**src/rtl/vend_pkg.sv**
```systemverilog
// Shared types and constants for the vending sequencer.
package vend_pkg;

  typedef enum logic [1:0] {
    ST_IDLE,
    ST_CREDIT,
    ST_DISPENSE,
    ST_CHANGE
  } vend_state_e;

  localparam logic [1:0] COIN_NONE = 2'b00;
  localparam logic [1:0] COIN_ONE  = 2'b01;
  localparam logic [1:0] COIN_TWO  = 2'b10;
  localparam logic [1:0] COIN_BAD  = 2'b11;

  localparam int unsigned VAL_ONE = 1;
  localparam int unsigned VAL_TWO = 2;

endpackage

```
**src/rtl/vend_if.sv**
```systemverilog
// Dispense-motor and change-hopper req/ack handshakes.
interface vend_if #(
  parameter int unsigned SLOT_W = 2
) ();
  logic              disp_req;
  logic [SLOT_W-1:0] disp_slot;
  logic              disp_ack;
  logic              chg_req;
  logic [1:0]        chg_coin;
  logic              chg_ack;

  modport master (
    output disp_req, disp_slot, chg_req, chg_coin,
    input  disp_ack, chg_ack
  );

  modport slave (
    input  disp_req, disp_slot, chg_req, chg_coin,
    output disp_ack, chg_ack
  );
endinterface

```
**src/rtl/vend_slot_table.sv**
```systemverilog
// Per-slot price/stock storage: one async read port, one config write port,
// and a single-slot stock decrement/increment path.
module vend_slot_table #(
  parameter int unsigned NUM_SLOTS = 4,
  parameter int unsigned CREDIT_W  = 4,
  parameter int unsigned STOCK_W   = 4,
  localparam int unsigned SLOT_W   = $clog2(NUM_SLOTS)
) (
  input  logic                clk,
  input  logic                reset,
  input  logic [SLOT_W-1:0]   rd_slot,
  output logic [CREDIT_W-1:0] rd_price,
  output logic [STOCK_W-1:0]  rd_stock,
  input  logic                we,
  input  logic [SLOT_W-1:0]   wr_slot,
  input  logic [CREDIT_W-1:0] wr_price,
  input  logic [STOCK_W-1:0]  wr_stock,
  input  logic                dec,
  input  logic                inc,
  input  logic [SLOT_W-1:0]   upd_slot
);

  logic [CREDIT_W-1:0] price [NUM_SLOTS];
  logic [STOCK_W-1:0]  stock [NUM_SLOTS];

  // A config write lands after the stock update so it wins on a same-slot clash.
  always_ff @(posedge clk or negedge reset) begin
    if (!reset) begin
      price <= '{default: '0};
      stock <= '{default: '0};
    end else begin
      if (dec)
        stock[upd_slot] <= stock[upd_slot] - STOCK_W'(1);
      else if (inc)
        stock[upd_slot] <= stock[upd_slot] + STOCK_W'(1);
      if (we) begin
        price[wr_slot] <= wr_price;
        stock[wr_slot] <= wr_stock;
      end
    end
  end

  assign rd_price = price[rd_slot];
  assign rd_stock = stock[rd_slot];

endmodule

```
**src/rtl/vend_controller.sv**
```systemverilog
// Vending sequencer: coin credit, price/stock check, dispense handshake with
// timeout recovery, and coin-by-coin change payout.
module vend_controller
  import vend_pkg::*;
#(
  parameter int unsigned NUM_SLOTS    = 4,
  parameter int unsigned CREDIT_W     = 4,
  parameter int unsigned STOCK_W      = 4,
  parameter int unsigned DISP_TIMEOUT = 15,
  localparam int unsigned SLOT_W      = $clog2(NUM_SLOTS)
) (
  input  logic                clk,
  input  logic                reset,
  input  logic [1:0]          coinn,
  input  logic                cancel,
  input  logic                sel_valid,
  input  logic [SLOT_W-1:0]   sel_slot,
  input  logic                cfg_we,
  input  logic [SLOT_W-1:0]   cfg_slot,
  input  logic [CREDIT_W-1:0] cfg_price,
  input  logic [STOCK_W-1:0]  cfg_stock,
  vend_if.master              bus,
  output logic [CREDIT_W-1:0] credit,
  output logic                coin_rej,
  output logic                sel_nack,
  output logic                sold_out,
  output logic                fault
);

  localparam int unsigned TMO_W = $clog2(DISP_TIMEOUT + 1);
  localparam int unsigned CW1   = CREDIT_W + 1;

  vend_state_e state, state_n;
  logic [CREDIT_W-1:0] credit_r, credit_n;
  logic [TMO_W-1:0]    tmo, tmo_n;
  logic                disp_req_r, disp_req_n;
  logic [SLOT_W-1:0]   disp_slot_r, disp_slot_n;
  logic                chg_req_r, chg_req_n;
  logic [1:0]          chg_coin_r, chg_coin_n;
  logic                coin_rej_r, coin_rej_n;
  logic                sel_nack_r, sel_nack_n;
  logic                sold_out_r, sold_out_n;
  logic                fault_r, fault_n;

  logic [SLOT_W-1:0]   rd_slot;
  logic [CREDIT_W-1:0] rd_price;
  logic [STOCK_W-1:0]  rd_stock;
  logic                tbl_we, tbl_dec, tbl_inc;

  logic [CW1-1:0]      coin_val, credit_sum;
  logic                coin_seen, coin_take;
  logic [CREDIT_W-1:0] chg_val;

  vend_slot_table #(
    .NUM_SLOTS (NUM_SLOTS),
    .CREDIT_W  (CREDIT_W),
    .STOCK_W   (STOCK_W)
  ) u_table (
    .clk      (clk),
    .reset    (reset),
    .rd_slot  (rd_slot),
    .rd_price (rd_price),
    .rd_stock (rd_stock),
    .we       (tbl_we),
    .wr_slot  (cfg_slot),
    .wr_price (cfg_price),
    .wr_stock (cfg_stock),
    .dec      (tbl_dec),
    .inc      (tbl_inc),
    .upd_slot (rd_slot)
  );

  always_comb begin
    coin_val = '0;
    if (coinn == COIN_ONE) coin_val = CW1'(VAL_ONE);
    if (coinn == COIN_TWO) coin_val = CW1'(VAL_TWO);
    coin_seen  = (coinn != COIN_NONE);
    credit_sum = {1'b0, credit_r} + coin_val;
    // Overflow is judged against the pre-sale credit so a later timeout refund always fits.
    coin_take  = (coinn == COIN_ONE || coinn == COIN_TWO) && !credit_sum[CREDIT_W];
    chg_val    = (chg_coin_r == COIN_TWO) ? CREDIT_W'(VAL_TWO) : CREDIT_W'(VAL_ONE);
    rd_slot    = (state == ST_DISPENSE) ? disp_slot_r : sel_slot;
  end

  always_comb begin
    state_n     = state;
    credit_n    = credit_r;
    tmo_n       = tmo;
    disp_req_n  = disp_req_r;
    disp_slot_n = disp_slot_r;
    chg_req_n   = chg_req_r;
    chg_coin_n  = chg_coin_r;
    coin_rej_n  = 1'b0;
    sel_nack_n  = 1'b0;
    sold_out_n  = 1'b0;
    fault_n     = 1'b0;
    tbl_we      = 1'b0;
    tbl_dec     = 1'b0;
    tbl_inc     = 1'b0;

    unique case (state)
      ST_IDLE, ST_CREDIT: begin
        coin_rej_n = coin_seen && !coin_take;
        if (coin_take) credit_n = credit_sum[CREDIT_W-1:0];
        tbl_we = cfg_we && (state == ST_IDLE);
        if (state == ST_CREDIT && cancel) begin
          state_n = ST_CHANGE;
        end else if (sel_valid &&
                     (state == ST_CREDIT || (rd_price == '0 && rd_stock != '0))) begin
          if (rd_stock == '0) begin
            sold_out_n = 1'b1;
          end else if (credit_r < rd_price) begin
            sel_nack_n = 1'b1;
          end else begin
            credit_n    = credit_r - rd_price + (coin_take ? coin_val[CREDIT_W-1:0] : '0);
            tbl_dec     = 1'b1;
            disp_slot_n = sel_slot;
            disp_req_n  = 1'b1;
            tmo_n       = '0;
            state_n     = ST_DISPENSE;
          end
        end else if (coin_take && state == ST_IDLE) begin
          state_n = ST_CREDIT;
        end
      end

      ST_DISPENSE: begin
        coin_rej_n = coin_seen;
        if (bus.disp_ack) begin
          disp_req_n = 1'b0;
          state_n    = (credit_r != '0) ? ST_CHANGE : ST_IDLE;
        end else if (tmo == TMO_W'(DISP_TIMEOUT - 1)) begin
          fault_n    = 1'b1;
          disp_req_n = 1'b0;
          credit_n   = credit_r + rd_price;
          tbl_inc    = 1'b1;
          state_n    = ST_CHANGE;
        end else begin
          tmo_n = tmo + TMO_W'(1);
        end
      end

      ST_CHANGE: begin
        coin_rej_n = coin_seen;
        if (chg_req_r) begin
          if (bus.chg_ack) begin
            credit_n  = credit_r - chg_val;
            chg_req_n = 1'b0;
            if (credit_n == '0) state_n = ST_IDLE;
          end
        end else if (credit_r == '0) begin
          state_n = ST_IDLE;
        end else begin
          chg_req_n  = 1'b1;
          chg_coin_n = (credit_r >= CREDIT_W'(VAL_TWO)) ? COIN_TWO : COIN_ONE;
        end
      end
    endcase
  end

  always_ff @(posedge clk or negedge reset) begin
    if (!reset) begin
      state       <= ST_IDLE;
      credit_r    <= '0;
      tmo         <= '0;
      disp_req_r  <= 1'b0;
      disp_slot_r <= '0;
      chg_req_r   <= 1'b0;
      chg_coin_r  <= COIN_NONE;
      coin_rej_r  <= 1'b0;
      sel_nack_r  <= 1'b0;
      sold_out_r  <= 1'b0;
      fault_r     <= 1'b0;
    end else begin
      state       <= state_n;
      credit_r    <= credit_n;
      tmo         <= tmo_n;
      disp_req_r  <= disp_req_n;
      disp_slot_r <= disp_slot_n;
      chg_req_r   <= chg_req_n;
      chg_coin_r  <= chg_coin_n;
      coin_rej_r  <= coin_rej_n;
      sel_nack_r  <= sel_nack_n;
      sold_out_r  <= sold_out_n;
      fault_r     <= fault_n;
    end
  end

  assign bus.disp_req  = disp_req_r;
  assign bus.disp_slot = disp_slot_r;
  assign bus.chg_req   = chg_req_r;
  assign bus.chg_coin  = chg_coin_r;
  assign credit        = credit_r;
  assign coin_rej      = coin_rej_r;
  assign sel_nack      = sel_nack_r;
  assign sold_out      = sold_out_r;
  assign fault         = fault_r;

endmodule
```
**src/flat_wrapper.sv**
```systemverilog
// flat-port wrapper written by rule: the top's interface ports become plain ports
module vend_controller_flat import vend_pkg::*;
#(
  parameter int unsigned NUM_SLOTS    = 4,
  parameter int unsigned CREDIT_W     = 4,
  parameter int unsigned STOCK_W      = 4,
  parameter int unsigned DISP_TIMEOUT = 15,
  localparam int unsigned SLOT_W      = $clog2(NUM_SLOTS)
)
  (clk, reset, coinn, cancel, sel_valid, sel_slot, cfg_we, cfg_slot, cfg_price, cfg_stock, credit, coin_rej, sel_nack, sold_out, fault, bus_disp_req, bus_disp_slot, bus_chg_req, bus_chg_coin, bus_disp_ack, bus_chg_ack);
  vend_if bus_i ();
  input  logic clk;
  input  logic reset;
  input  logic [1:0] coinn;
  input  logic cancel;
  input  logic sel_valid;
  input  logic [SLOT_W-1:0] sel_slot;
  input  logic cfg_we;
  input  logic [SLOT_W-1:0] cfg_slot;
  input  logic [CREDIT_W-1:0] cfg_price;
  input  logic [STOCK_W-1:0] cfg_stock;
  output logic [CREDIT_W-1:0] credit;
  output logic coin_rej;
  output logic sel_nack;
  output logic sold_out;
  output logic fault;
  output wire logic [$bits(bus_i.disp_req)-1:0] bus_disp_req;
  output wire logic [$bits(bus_i.disp_slot)-1:0] bus_disp_slot;
  output wire logic [$bits(bus_i.chg_req)-1:0] bus_chg_req;
  output wire logic [$bits(bus_i.chg_coin)-1:0] bus_chg_coin;
  input wire logic [$bits(bus_i.disp_ack)-1:0] bus_disp_ack;
  input wire logic [$bits(bus_i.chg_ack)-1:0] bus_chg_ack;
  assign bus_disp_req = bus_i.disp_req;
  assign bus_disp_slot = bus_i.disp_slot;
  assign bus_chg_req = bus_i.chg_req;
  assign bus_chg_coin = bus_i.chg_coin;
  assign bus_i.disp_ack = bus_disp_ack;
  assign bus_i.chg_ack = bus_chg_ack;
  vend_controller #(.NUM_SLOTS(NUM_SLOTS), .CREDIT_W(CREDIT_W), .STOCK_W(STOCK_W), .DISP_TIMEOUT(DISP_TIMEOUT)) u_core (.clk(clk), .reset(reset), .coinn(coinn), .cancel(cancel), .sel_valid(sel_valid), .sel_slot(sel_slot), .cfg_we(cfg_we), .cfg_slot(cfg_slot), .cfg_price(cfg_price), .cfg_stock(cfg_stock), .bus(bus_i), .credit(credit), .coin_rej(coin_rej), .sel_nack(sel_nack), .sold_out(sold_out), .fault(fault));
endmodule
```
**config.mk**
```make
export PLATFORM = sky130hd
export DESIGN_NAME = vend_controller_flat
export DESIGN_NICKNAME = d
export VERILOG_FILES = /design/src/rtl/vend_pkg.sv /design/src/rtl/vend_if.sv /design/src/rtl/vend_slot_table.sv /design/src/rtl/vend_controller.sv /design/src/flat_wrapper.sv
export SDC_FILE = /design/constraint.sdc
export NUM_CORES = 1
export LEC_CHECK = 0
export ABC_AREA = 1
export CORE_MARGIN = 3
export CORE_UTILIZATION = 47
export DETAILED_ROUTE_END_ITERATION = 8
export PLACE_DENSITY = 0.67
export RECOVER_POWER = 25
export SETUP_SLACK_MARGIN = 0.15
export SLEW_MARGIN = 10
export SYNTH_ARGS = -nofsm -noshare
export SYNTH_HDL_FRONTEND = slang
export SYNTH_SLANG_ARGS = --single-unit
export TNS_END_PERCENT = 50
```
**constraint.sdc**
```tcl
create_clock -name clk -period 6.6 [get_ports clk]
set_clock_uncertainty 0.1 [all_clocks]
set_input_delay 1.32 -clock clk [delete_from_list [all_inputs] [get_ports clk]]
set_output_delay 1.32 -clock clk [all_outputs]
set_load 0.05 [all_outputs]
```
# After elaboration in Yosys (flattened, before gate mapping)
# Index checks and enable logic that the tools add are counted.
# totals
reg_bits,52
output_inout_bits,14
# op_classes
addsub,8
order_cmp,6
n_eq_ne,23
n_mux,82
bitwise_logic,7
reduce_logical,30
# ops
op,count
$mux 4,22
$bwmux 16,4
$mux 16,3
$mux 2,15
$mux 1,28
$bmux 4 s2,2
$demux 4 s2,2
$logic_not 4->1,4
$ne 2x2->1 const B,7
$reduce_and 7->1,2
$pmux 4 s3,1
$logic_and 1x1->1,9
$ne 3x3->1 const B,3
$add 4x1->4 const B,2
$add 4x4->4,2
$eq 2x2->1 const B,4
$ne 4x3->1 const B,2
$pmux 4 s2,1
$reduce_bool 4->1,2
$sub 4x4->4,2
$ge 3x3->1 const B,2
$lt 3x1->1 const B,2
$not 2->3,2
$pmux 2 s3,1
other kinds (21),32

# Logic depth before layout (Yosys ltp)
# logic_depth
ltp_word,16
ltp_mapped,23

# Hierarchy
# Synthesis repeated with hierarchy kept, for this count alone.
# unflattened
cells_unflattened,613
area_unflattened_um2,4259.1
# by_module_without_submodules
mod,n_inst,cells_each,area_each_um2
vend_slot_table,1,347,2284.7
vend_controller,1,266,1974.4

# Worst setup path before layout
# Ideal clock, no wire load.
# synth_timing
path_kind,input to register
start,input port coinn[1]
end,"register u_core.credit_r[3], in the netlist u_core.credit[3]"
setup_time_ps,134
arrival_time_ps,3966
path_slack_ps,2399
stages,18
path_cell_list,inv_1 > ha_1 > ha_1 > fa_1 > nand3_1 > nand2_1 > inv_1 > nand2_1 > fa_1 > inv_1 > ha_1 > a21o_1 > a21oi_1 > or2_2 > nand3_1 > nand3_1 > nand3_1 > a21oi_1
# synth_via
elab_chain_len,13
word_cells_on_any_way,16
cone_classes,add/sub (2); eq/ne (2); mux (9); reduce/logical (3)
# synth_lines
element,line_no,rtl
start: declaration,flat_wrapper.sv:14,input logic [1:0] coinn;
$eq 2x1->1,"vend_controller.sv:75, vend_controller.sv:80",
$mux 1,vend_controller.sv:75,if (coinn == COIN_ONE) coin_val = CW1'(VAL_ONE);
$mux 5,vend_controller.sv:76,if (coinn == COIN_TWO) coin_val = CW1'(VAL_TWO);
$add 4x5->5,vend_controller.sv:78,"credit_sum = {1'b0, credit_r} + coin_val;"
$logic_not 1->1,vend_controller.sv:80,coin_take = (coinn == COIN_ONE || coinn == COIN_TWO) && !credit_sum[CREDIT_W];
$logic_and 1x1->1,vend_controller.sv:80,
$mux 4,vend_controller.sv:115,credit_n = credit_r - rd_price + (coin_take ? coin_val[CREDIT_W-1:0] : '0);
$add 4x4->4,vend_controller.sv:115,
$mux 4,vend_controller.sv:112,end else if (credit_r < rd_price) begin
$mux 4,vend_controller.sv:110,if (rd_stock == '0) begin
$mux 4,vend_controller.sv:108,end else if (sel_valid &&
$mux 4 (*),vend_controller.sv:106,if (state == ST_CREDIT && cancel) begin
$pmux 4 s3 (*),vend_controller.sv:101,unique case (state)
end signal: assignment,vend_controller.sv:176,credit_r <= credit_n;
end: declaration,vend_controller.sv:34,"logic [CREDIT_W-1:0] credit_r, credit_n;"
# Mark *: on every way between the ends. The rest lies on a longest branch, timed or not.
# A chain may end at the register's enable or synchronous reset.

# Final worst setup path
# Same ends and word-level chain as after synthesis.

==> impl_metrics.toml <==
[worst_hold_path]
min_path_type = "flip-flop to flip-flop"
worstHoldPathCells = 2
min_to = "u_core.u_table.price[0]$_DFFE_PN0P_"
hp-start = "u_core.u_table.price[0]$_DFFE_PN0P_"

[sta]
finalCriticalPeriod_ns = 4.56
tns_ns = 0
rsz0062_at_grt = "no"
worst_pin_slew_ns = 2.85
relSlewSlack = -0.900
setup_violations = 0
fin_crit_sh = 0.691
final_hold_viol_count = 0
clock.fmax_mhz = 219
slew_viol_final = 53

[die]
std_cell_rows = 33
core-area_um2 = 8380
die_area_um2 = 9980
die_y_um = 99.9
die_w_um = 99.9
initial_core_util = 0.494
ioPinCount = 35

[critical_path]
critPathRequiredTime_ns = 6.70
rr_startpoint = "u_core.state[1]$_DFFE_PN0P_"
critPathSlowestCell = "clkdlybuf4s50_1"
reg2reg_to = "u_core.u_table.stock[6]$_DFF_PN0_"
setup.worst_path.class = "input pin to flip-flop"
ff2ff_setup_slack_ns = 2.99
cp-end-kind = "flip-flop"
cp_common_cell = "nand3_1"
cp.arrival_ns = 4.66
critPathTopFamily = "adder cells"
critPathMaxStageDelay_ns = 0.48
reg2reg_depth = 20
cp-start-kind = "input pin"
path_cells = "clkdlybuf4s50_1 > inv_1 > ha_1 > ha_1 > fa_1 > nand3_1 > nand2_1 > inv_1 > nand2_1 > fa_1 > inv_1 > ha_1 > a21o_1 > a21oi_1 > or2_2 > nand3_1 > nand3_1 > nand3_1 > a21oi_1"
crit_fanout = 7
crit_buf_inv = 4

[pwr]
p_comb_frac = 0.685
peakVddDrop_mv = 0.177
swShare = 0.544
internal_power_w = 0.00117
power.density_nw_per_um2 = 555
leakagePower_nw = 2.41
clock_power_share = 0.081
p_sw_w = 0.00139
p_seq_frac = 0.234

[route]
first_iter_violations = 149
drcViolationCount = 0
drt_first_pass_iters = 7
routedWlPerCell_um = 13.6
finalWirelength_um = 9770
ant_nets = 0
via_count = 3715
viasPerCell = 5.18

[synth]
async_flop_share = 1.00
yosysSeqAreaShare = 0.314
synth_edf_count = 0
yosys.cell_types.count = 44
synth.most_common_cell = "nand2_1"
yosysTopAreaCellShare = 0.314
synth_common_cells = "170 x nand2_1, 76 x inv_1, 52 x dfrtp_1"
synth_nets = 629
synthTopCellsByArea = "dfrtp_1 31%, nand2_1 15%, inv_1 6.9%, ha_1 6.3%, nand3_1 5.9%"
yosysWarnings = 0
synth_area_leader_cell = "dfrtp_1"
synthesis.instances = 581
avgSynthCellArea_um2 = 7.13
synthesis.area_um2 = 4140
ys.flop_type = "dfrtp_1"
synth_seq_cells = 52

[cells_and_area]
antennaDiodeCount = 0
nFillCells = 846
final_layout_size_suffix_gt1_frac = 0.0833
nets = 659
syn2layout_area_growth_pct = 11.4
utilization = 0.551

[clock_network]
cts.clk_slew.worst_paths_ns = 0.11
cts_tree = "done"
cts_buffers = 5
post-cts-setup-buffer-count = 0
clk_latency_ns = 0.32
ctsHtreeMaxLevel = 2
hold_buffers = 0
root_buffer = "clkbuf_8"
cts_sinks = 52
cts_resized = 0
clock_path_buffers = 2

[global_routing]
grt_max_degree = 53
grt_pass1_wl_um = 17100
grt_util_all_layers = 0.209
grt_antenna_before_repair = 0
grt_overflow = 0
grt_pass1_vias = 3633

[run_status]
outcome = "finished, violations left"
violations = "max-capacitance violations, max-slew violations"

[place]
globalplace.congestion = 0.868
port-buffer-count = 34
dp_hpwl_um = 7420

[flow_run]
drv_cap = 1
==> per-layer routing <==
layer  GRT usage  vias up  wire [µm]
li1            -     1909          -
met1       0.277     1705       4480
met2       0.364       91       4740
met3      0.0243       10        433
met4      0.0515        0        117
met5           0        -          0
==> placed cells by master, fill, tap and decap left out, drive strengths merged, types with 6 or more instances in the layout <==
cell type and n:
nand2 188, inv 85, o21ai 56, nor2 56
nand3 54, dfrtp 52, clkdlybuf4s50 33, ha 21
a21oi 12, nand3b 7, xor2 7, nand4 6
fa 6, clkbuf 6
==> worst max path at each step <==
stage,from,end,cells past startpoint
2_1_floorplan,coinn[1],u_core.credit[3]$_DFFE_PN0P_,18
3_3_place_gp,coinn[1],u_core.credit[3]$_DFFE_PN0P_,19
3_5_place_dp,coinn[1],u_core.credit[3]$_DFFE_PN0P_,19
4_1_cts,coinn[1],u_core.credit[3]$_DFFE_PN0P_,19
5_1_grt,coinn[1],u_core.credit[3]$_DFFE_PN0P_,19
6_report,coinn[1],u_core.credit[3]$_DFFE_PN0P_,19
==> cell families after synthesis <==
| family | share of synthesized area |
|---|---|
| AND/OR/NAND/NOR | 0.366 |
| buffers and inverters | 0.0996 |
| AO/OA/AOI/OAI | 0.111 |
| flip-flops | 0.314 |
| adder cells (fa/ha/maj) | 0.0924 |
| XOR/XNOR | 0.0169 |
==> power groups by stage <==
stage	combinational [W]	sequential (W)	clock (W)
2_1_floorplan	0.00130	0.000674	0
3_3_place_gp	0.00172	0.000602	0
3_5_place_dp	0.00175	0.000606	0
4_1_cts	0.00176	0.000599	0.000216
5_1_grt	0.00200	0.000623	0.000224
6_report	0.00176	0.000599	0.000207
==> worst min-delay path, delay by kind of cell (launching register included) <==
kind / cells / cell delay (ns)
flip-flops: 1 / 0.36
AND/OR/NAND/NOR: 1 / 0.05
AO/OA/AOI/OAI: 1 / 0.06
==> stage by stage <==
step | setup WS (ns) | instance area (µm²) | hold slack (ns) | instances | total power, W
6_report | 2.04 | 4620 | 0.396 | 717 | 0.00256
5_1_grt | 1.80 | 4620 | 0.428 | 717 | 0.00285
4_1_cts | 2.04 | 4620 | 0.396 | 717 | 0.00257
3_5_place_dp | 1.69 | 4520 | 0.367 | 709 | 0.00236
3_3_place_gp | 1.79 | 4520 | 0.359 | 709 | 0.00232
2_1_floorplan | 2.40 | 4140 | 0.344 | 581 | 0.00198
==> flip-flops by register name, indices dropped and copies added (netlist names) <==
register and flops:
u_core.fault 1, u_core.u_table.price 16, u_core.bus.disp_req 1, u_core.coin_rej 1
u_core.u_table.stock 16, u_core.state 2, u_core.sel_nack 1, u_core.credit 4
u_core.bus.chg_req 1, u_core.bus.disp_slot 2, u_core.sold_out 1, u_core.tmo 4
u_core.bus.chg_coin 2
==> layout make-up <==
type | count | area, µm² | share of cell area
multi-input cells | 435 | 2430 | 0.526
flip-flops and latches | 52 | 1300 | 0.282
repair buffers | 35 | 339 | 0.0734
inverters | 82 | 318 | 0.0688
well taps | 105 | 131 | 0.0285
clock buffers | 5 | 68.8 | 0.0149
clock inverters | 3 | 28.8 | 0.00623
Power figures use the tool's default switching activity.
